### src/rtl/uart_tx_param.sv
// uart_tx_param: FIFO-buffered UART transmitter; format and baud divisor are latched per frame
module uart_tx_param #(
    parameter int DIV_W      = 17,
    parameter int FIFO_DEPTH = 4
) (
    input  logic                          CLK,
    input  logic                          rst,
    input  logic [DIV_W-1:0]              divisor,
    input  logic [1:0]                    data_bits,
    input  logic [1:0]                    parity_mode,
    input  logic                          stop2,
    input  logic [7:0]                    din,
    input  logic                          din_valid,
    output logic                          din_ready,
    output logic                          Tx,
    output logic                          busy,
    output logic [$clog2(FIFO_DEPTH):0]   fifo_level
);
    localparam int AW = $clog2(FIFO_DEPTH);
    localparam int LW = AW + 1;
    localparam logic [AW:0] FULL = LW'(FIFO_DEPTH);

    typedef enum logic [2:0] {IDLE, START, DATA, PARITY, STOP} state_t;

    state_t           state_q, state_d;
    logic [7:0]       mem_q [FIFO_DEPTH];
    logic [AW-1:0]    wr_q, rd_q;
    logic [AW:0]      level_q;
    logic [7:0]       data_q;
    logic [2:0]       last_q, bit_q, bit_d;
    logic [1:0]       par_q;
    logic             stop2_q, tx_q, line_d, push, load, tick;
    logic [DIV_W-1:0] div_q, cnt_q, cnt_d;

    assign push       = din_valid && din_ready;
    assign tick       = cnt_q == div_q - 1'b1;
    assign Tx         = tx_q;
    assign fifo_level = level_q;

    // state register, aborts any frame on reset
    always_ff @(posedge CLK or posedge rst) begin
        if (rst) state_q <= IDLE;
        else     state_q <= state_d;
    end

    // next state, frame load request and bit/baud counter updates
    always_comb begin
        state_d = state_q;
        load    = 1'b0;
        bit_d   = bit_q;
        cnt_d   = (state_q == IDLE || tick) ? '0 : cnt_q + 1'b1;
        case (state_q)
            IDLE: begin
                load    = level_q != '0;
                state_d = load ? START : IDLE;
            end
            START: begin
                bit_d   = '0;
                state_d = tick ? DATA : START;
            end
            DATA: if (tick) begin
                bit_d   = (bit_q == last_q) ? '0 : bit_q + 1'b1;
                state_d = (bit_q != last_q) ? DATA : (par_q[0] ^ par_q[1]) ? PARITY : STOP;
            end
            PARITY: state_d = tick ? STOP : PARITY;
            STOP: if (tick) begin
                bit_d = (bit_q == {2'b00, stop2_q}) ? '0 : bit_q + 1'b1;
                if (bit_q == {2'b00, stop2_q}) begin
                    load    = level_q != '0;
                    state_d = load ? START : IDLE;
                end
            end
            default: state_d = IDLE;
        endcase
    end

    // line level for the current state plus status flags
    always_comb begin
        line_d    = (state_q == START)  ? 1'b0 :
                    (state_q == DATA)   ? data_q[bit_q] :
                    (state_q == PARITY) ? (^data_q) ^ par_q[1] : 1'b1;
        busy      = (state_q != IDLE) || (level_q != '0);
        din_ready = level_q < FULL;
    end

    // FIFO storage; validity is tracked by the pointers, so no reset needed
    always_ff @(posedge CLK) begin
        if (push) mem_q[wr_q] <= din;
    end

    // FIFO pointers, frame config latch, counters and registered line output
    always_ff @(posedge CLK or posedge rst) begin
        if (rst) begin
            wr_q    <= '0;
            rd_q    <= '0;
            level_q <= '0;
            data_q  <= '0;
            last_q  <= 3'd7;
            par_q   <= '0;
            stop2_q <= 1'b0;
            div_q   <= DIV_W'(2);
            cnt_q   <= '0;
            bit_q   <= '0;
            tx_q    <= 1'b1;
        end else begin
            if (push) wr_q <= wr_q + 1'b1;
            if (load) begin
                rd_q    <= rd_q + 1'b1;
                data_q  <= mem_q[rd_q] & (8'hFF >> (2'd3 - data_bits));
                last_q  <= {1'b1, data_bits};
                par_q   <= parity_mode;
                stop2_q <= stop2;
                div_q   <= (divisor < DIV_W'(2)) ? DIV_W'(2) : divisor;
            end
            level_q <= level_q + LW'(push) - LW'(load);
            cnt_q   <= cnt_d;
            bit_q   <= bit_d;
            tx_q    <= line_d;
        end
    end
endmodule

### config.mk
export PLATFORM = sky130hd
export DESIGN_NAME = uart_tx_param
export DESIGN_NICKNAME = d
export VERILOG_FILES = /design/src/rtl/uart_tx_param.sv
export SDC_FILE = /design/constraint.sdc
export NUM_CORES = 1
export LEC_CHECK = 0
export ABC_AREA = 1
export CORE_ASPECT_RATIO = 0.9
export CORE_UTILIZATION = 50
export DETAILED_ROUTE_END_ITERATION = 8
export PLACE_DENSITY_LB_ADDON = 0.1
export SLEW_MARGIN = 20
export SYNTH_ARGS = -nofsm -noshare
export SYNTH_HDL_FRONTEND = slang
export SYNTH_SLANG_ARGS = --single-unit
### constraint.sdc
create_clock -name CLK -period 5.9 [get_ports CLK]
set_input_delay 0.59 -clock CLK [delete_from_list [all_inputs] [get_ports CLK]]
set_output_delay 0.59 -clock CLK [all_outputs]
set_load 0.01 [all_outputs]
==> results by group, run 1 <==
Clocking
  • CTS root buf: clkbuf_16
  • Max Root-Sink Buffers: 2
  • PostCTS Resize Cnt: 0
  • CTS H-tree lvls: 3
  • Clk_lat worst skew: 0.34 ns
  • CTS Buf Count: 9
  • CTS tree: done
  • Clock transition at path regs: 0.07 ns
  • Post-CTS setup buffers: 0
  • Clk sinks: 93
  • # hold bufs at CTS: 0

Die
  • Die ar.: 10,600 µm²
  • Floorplan core area: 9780 µm²
  • Ports: 39
  • Die width: 109 µm
  • Die Y: 97.9 µm
  • Placement Rows: 34
  • Initial core utilization: 52.3%

Final layout
  • # diodes: 0
  • Nets@finish: 690
  • Fillers: 852
  • Fin area: 5910 µm²
  • P&R area growth vs syn: 15.6%
  • Layout cell share with drive strength beyond 1: 8.28%

Critical path
  • Slowest cell on the critical path: buf_4
  • Crit path DAT: 3.94 ns
  • Worst setup SP type: flip-flop
  • Critical path type: reg -> reg
  • Crit path max fanout: 47
  • Critical path endpoint category: flip-flop
  • Max stage delay on crit path: 0.46 ns
  • CP most frequent cell: ha_1
  • Crit path required time: 6.12 ns
  • Crit path cell chain: inv_2, ha_1, nand2_1, nor2_1, nand3_1, nand3_1, nand2_1, nor3_4, nand4_4, nand2_2, buf_4, ha_1, inv_1, ha_1, fa_1, xor2_1

Yosys
  • Top cells by area, synth: dfrtp_1, edfxtp_1, nand2_1
  • YS warnings: 0
  • Post-synth top area cell: dfrtp_1
  • Synth top area share: 27.9%
  • Register area share after synthesis: 48.8%
  • Post-synthesis net count: 654
  • Mean Syn Cell Area: 8.37 µm²
  • Seq cells post-synth: 93
  • Post-synthesis cell area: 5110 µm²
  • Most frequent cell after synthesis: nand2_1
  • EDFF count, synth: 32
  • Synth Flop Type: dfrtp_1
  • Count of different cell masters after synthesis: 41
  • Synth top cells by count: nand2_1, inv_1, nor2_1
  • Syn Inst Count: 611
  • Async SR Flop Fraction: 65.6%

Global routing
  • Vias in the first global route: 4,084
  • Grt ovf: 0
  • Gr usage total: 22.6%
  • First-pass GRT wire length: 18,500 µm
  • Largest net degree at the start of global routing: 62
  • Initial antenna violation count: 0

STA
  • Final setup fails: 0
  • Max Clock Skew: 0.00851 ns
  • Fin crit share: 63.0%
  • Count of final hold-check violations: 0
  • RSZ-0062 raised after global routing: false
  • Setup_tns: 0 ns
  • Count of pins over their slew limit: 0
  • Fmax: 269 MHz
  • Relative slew slack: 46.6%
  • Worst Setup Slack, final: 2.18 ns
  • Worst Tran Pin Value: 0.798 ns
  • Tmin final: 3.72 ns

Place
  • Port Buffers: 38
  • Dpl hpwl: 7810 µm
  • Placed cell area: 5570 µm²
  • Placement Setup Slack: 2.16 ns
  • Routability cong.: 0.913

Drt
  • Number of DRC markers in iteration 0: 139
  • Residual DRC: 0
  • Avg WL per Cell: 13.7 µm
  • Via-per-instance ratio: 5.17
  • Vias: 4,020
  • First-pass iteration count of the detailed router: 4
  • DRT Wirelength: 10,700 µm
  • Antenna Nets Post-Route: 0

Min path
  • Hold Crit Class: reg -> reg

Run status
  • Outcome: finished, final reports clean

Job
  • Max-Cap Viols: 0

Pwr
  • PwrDens: 295 nW/µm²
  • Max VDD drop: 0.000177 V
  • Pleak: 2.57 nW
[critical path, delay by kind of cell, from the launching register on]
family | cells | cell delay [ns]
buf+inv | 3 | 0.60
xor+xnor | 1 | 0.17
simple gates | 8 | 1.47
flops | 1 | 0.39
fa+ha+maj | 4 | 0.97
[flip-flops by register name, indices dropped and copies added, names as in the netlist]
| register | flops |
|---|---|
| mem_q | 32 |
| bit_q | 3 |
| par_q | 2 |
| state_q | 3 |
| rd_q | 2 |
| div_q | 17 |
| fifo_level | 3 |
| cnt_q | 17 |
| data_q | 8 |
| last_q | 2 |
| stop2_q | 1 |
| Tx | 1 |
| wr_q | 2 |
[metrics by stage]
stage	cells	total power, W	utilization (%)	hold WS [ns]
after global placement	762	0.00110	56.9	0.486
after global routing	778	0.00184	60.4	0.531
after detailed placement	762	0.00112	56.9	0.490
after CTS	778	0.00176	60.4	0.502
after floorplan	611	0.00100	-	0.454
final	778	0.00174	60.4	0.497
[layer usage]
metal | part of all wire [%] | GRT usage, % | vias to the layer above
li1 | - | - | 2050
met1 | 46 | 28.4 | 1867
met2 | 48 | 37.5 | 80
met3 | 3.7 | 5.21 | 23
met4 | 2.4 | 8.84 | 0
met5 | 0 | 0 | -
[cells by family (layout without fill, tap and decap cells)]
group	Yosys count	count (layout)	share of synthesized area, %
fa+ha+maj	10	10	2.59
flops	93	93	48.8
xor+xnor	31	31	5.31
compound gates	64	64	7.34
simple gates	326	326	28.9
buf+inv	87	128	7.12
[power breakdown]
group / internal (W) / switching (W) / leakage (nW)
registers: 0.000749 / 0.0000586 / 1.04
logic: 0.000129 / 0.000161 / 1.37
clock network: 0.000383 / 0.000261 / 0.166
total: 0.00126 / 0.000481 / 2.57
[cell type report]
class / instances / area, µm² / area share (%)
well taps: 126 / 158 / 2.67
clock buffers: 9 / 225 / 3.81
flip-flops and latches: 93 / 2490 / 42.2
inverters: 72 / 270 / 4.57
multi-input cells: 431 / 2260 / 38.2
clock inverters: 7 / 111 / 1.88
repair buffers: 40 / 395 / 6.69
[cells in the final DEF, fill, tap and decap left out, types with 3 or more instances in the layout]
cell type | netlist | final
a21oi_1 | 15 | 15
o21ai_2 | 7 | 7
nor3b_1 | 5 | 5
dfstp_2 | 4 | 4
clkbuf_16 | 0 | 9
inv_1 | 69 | 68
xor2_1 | 15 | 15
dfrtp_1 | 57 | 57
o21ai_0 | 26 | 26
nand3b_1 | 7 | 7
o21ai_1 | 3 | 3
nor2_2 | 5 | 5
nand2_2 | 9 | 9
nand3_1 | 37 | 37
inv_8 | 0 | 3
nor2_1 | 65 | 65
edfxtp_1 | 32 | 32
clkdlybuf4s50_1 | 0 | 38
nor3_1 | 16 | 16
xnor2_1 | 16 | 16
o22ai_1 | 6 | 6
nand2_1 | 159 | 159
nor4_1 | 6 | 6
ha_1 | 9 | 9
inv_2 | 3 | 4
nand4_1 | 6 | 6
[worst paths after layout]
check	to	depth (start not counted)	slack, ns	from
hold / removal	last_q[0]	2	0.50	last_q[0]
hold reg to reg	last_q[0]	2	0.50	last_q[0]
min in group asynchronous	cnt_q[0]	3	0.78	rst
max in group asynchronous	cnt_q[12]	3	4.59	rst
setup reg to reg	fifo_level[2]	16	2.18	div_q[0]
setup / recovery	fifo_level[2]	16	2.18	div_q[0]
(Power assumes the default switching activity.)
==> run 2: changes to the inputs <==
- clock period: 5.9 -> 2.99 ns (I/O delays scaled with it)
==> run 2 against run 1 <==
Net effect:
- flip-flop and latch count unchanged
- critical endpoint is now fifo_level[1]
- clock skew rose by 0.0030 ns
- non-clock buffer count rose by 11
- critical path type unchanged
- first-iteration DRC count up 24%
- highest routed layer unchanged
- sequential power rose by 97%
==> results by group, run 2 (synthesized netlist as in run 1, its figures left out) <==
Pwr
  • Pleak: 2.61 nW
  • Total power: 0.00343 W
  • Max VDD drop: 0.000357 V
  • PwrDens: 570 nW/µm²

STA
  • Max Clock Skew: 0.0115 ns
  • RSZ-0062 raised after global routing: true
  • Tmin final: 2.88 ns
  • Count of pins over their slew limit: 0
  • Final setup fails: 0
  • Fin crit share: 96.3%
  • Fmax: 347 MHz
  • Worst Tran Pin Value: 0.778 ns
  • Count of final hold-check violations: 0
  • Relative slew slack: 47.9%

Die
  • Placement Rows: 34
  • Die Y: 97.9 µm
  • Initial core utilization: 52.3%
  • Die width: 109 µm
  • Ports: 39
  • Floorplan core area: 9780 µm²
  • Die ar.: 10,600 µm²

Global routing
  • Initial antenna violation count: 0
  • Gr usage total: 23.2%
  • Grt ovf: 0
  • Vias in the first global route: 4,155
  • Largest net degree at the start of global routing: 62
  • First-pass GRT wire length: 19,200 µm

Drt
  • DRT Wirelength: 11,300 µm
  • Residual DRC: 0
  • First-pass iteration count of the detailed router: 4
  • Via-per-instance ratio: 5.24
  • Avg WL per Cell: 14.3 µm
  • Number of DRC markers in iteration 0: 172
  • Vias: 4,136
  • Antenna Nets Post-Route: 0

Job
  • Max-Cap Viols: 0

Place
  • Routability cong.: 0.868
  • Placed cell area: 5640 µm²
  • Port Buffers: 38
  • Dpl hpwl: 7940 µm

Final layout
  • Commonest non-fill, non-tap cell in the layout: nand2_1
  • Largest register FFs: 32
  • Most flops, register: mem_q
  • Nets@finish: 701
  • Fin area: 6010 µm²
  • P&R area growth vs syn: 17.6%
  • # diodes: 0
  • Commonest cells after routing, fill and taps aside: nand2_1, inv_1, nor2_1
  • Biggest regs: mem_q: 32 flops, cnt_q: 17 flops, div_q: 17 flops
  • Layout cell share with drive strength beyond 1: 11.0%
  • Final Util: 61.5%

Clocking
  • Max Root-Sink Buffers: 2
  • Clk_lat worst skew: 0.35 ns
  • CTS Buf Count: 9
  • CTS tree: done
  • CTS H-tree lvls: 3
  • CTS root buf: clkbuf_16
  • # hold bufs at CTS: 0
  • Clock transition at path regs: 0.07 ns
  • Clk sinks: 93

Run status
  • Outcome: finished, final reports clean

Critical path
  • CP bufs+invs: 3
  • Worst setup SP type: flip-flop
  • Top Family by Delay on Critical Path: simple AND/OR/NAND/NOR gates
  • Crit path max fanout: 5
  • CP most frequent cell: nand2_1
  • Critical path endpoint category: flip-flop
  • Crit path DAT: 3.10 ns
  • Reg2Reg Depth: 18
  • FF-to-FF End: fifo_level[1]
  • Crit path required time: 3.21 ns
  • Critical path type: reg -> reg
  • Slowest cell on the critical path: dfstp_2
  • Critical Path Source: div_q[1]
  • R2R Path Start: div_q[1]
  • Reg-to-reg slack, setup: 0.11 ns
  • Max stage delay on crit path: 0.53 ns
  • Crit path cell chain: inv_2, ha_4, inv_2, nand2_1, nand2_1, nor2_1, nand2_1, nor2_1, nand2_1, nor2_1, nand2_1, nor2_4, nand4_4, nand2_2, ha_4, inv_2, ha_4, fa_2

Min path
  • Hold path endpoint: stop2_q
  • Hold Crit Class: in -> reg
  • Worst hold start: stop2
  • Hold depth: 3
-- run 2: cell types whose count changed in the layout (fill, tap and decap cells not counted), sizes merged --
cell,before,now
bufinv,2,1
buf,2,13
inv,76,77
-- run 2: through the flow --
step                      hold WS, ns  worst slack (ns)  cells  setup TNS, ns
after floorplan                 0.389           0.00121    611              0
final                           0.479             0.111    789              0
after global routing            0.497            -0.103    789         -0.430
after CTS                       0.474            0.0877    787              0
after detailed placement        0.487             0.134    771              0
after global placement          0.488             0.207    771              0
-- run 2: worst min-delay path, stage by stage --
cell and delay (ns):
clkdlybuf4s50_1 0.39, nand2_1 0.06, nand2_1 0.04
-- run 2: where the power goes --
group | leakage (nW) | switching [W] | internal, W
registers | 1.04 | 0.000117 | 0.00148
clock network | 0.156 | 0.000541 | 0.000671
logic | 1.42 | 0.000346 | 0.000279
total | 2.61 | 0.00100 | 0.00243
-- run 2: what timing repair did --
action                     4_1_cts  5_1_grt
resized for setup                0        9
setup buffers                    0        2
setup endpoints to repair        0       11
-- run 2: final cells by class --
type	instances	area [µm²]
clock inverter	7	86.3
sequential	93	2490
tap	126	158
fill	846	3770
timing repair buffer	51	478
multi-input combinational	431	2300
clock buffer	9	225
inverter	72	270
-- run 2: worst max-delay path by stage --
stage          cells past startpoint       endpoint
3_3_place_gp                      19  fifo_level[2]
4_1_cts                           17  fifo_level[2]
3_5_place_dp                      17  fifo_level[2]
2_1_floorplan                     21  fifo_level[2]
5_1_grt                           19  fifo_level[2]
6_report                          18  fifo_level[1]
-- run 2: routing by layer --
metal,part of all wire [%],global-route usage [%]
met1,45,29.8
met2,49,38.5
met3,3.4,4.54
met4,2.4,9.15
met5,0,0
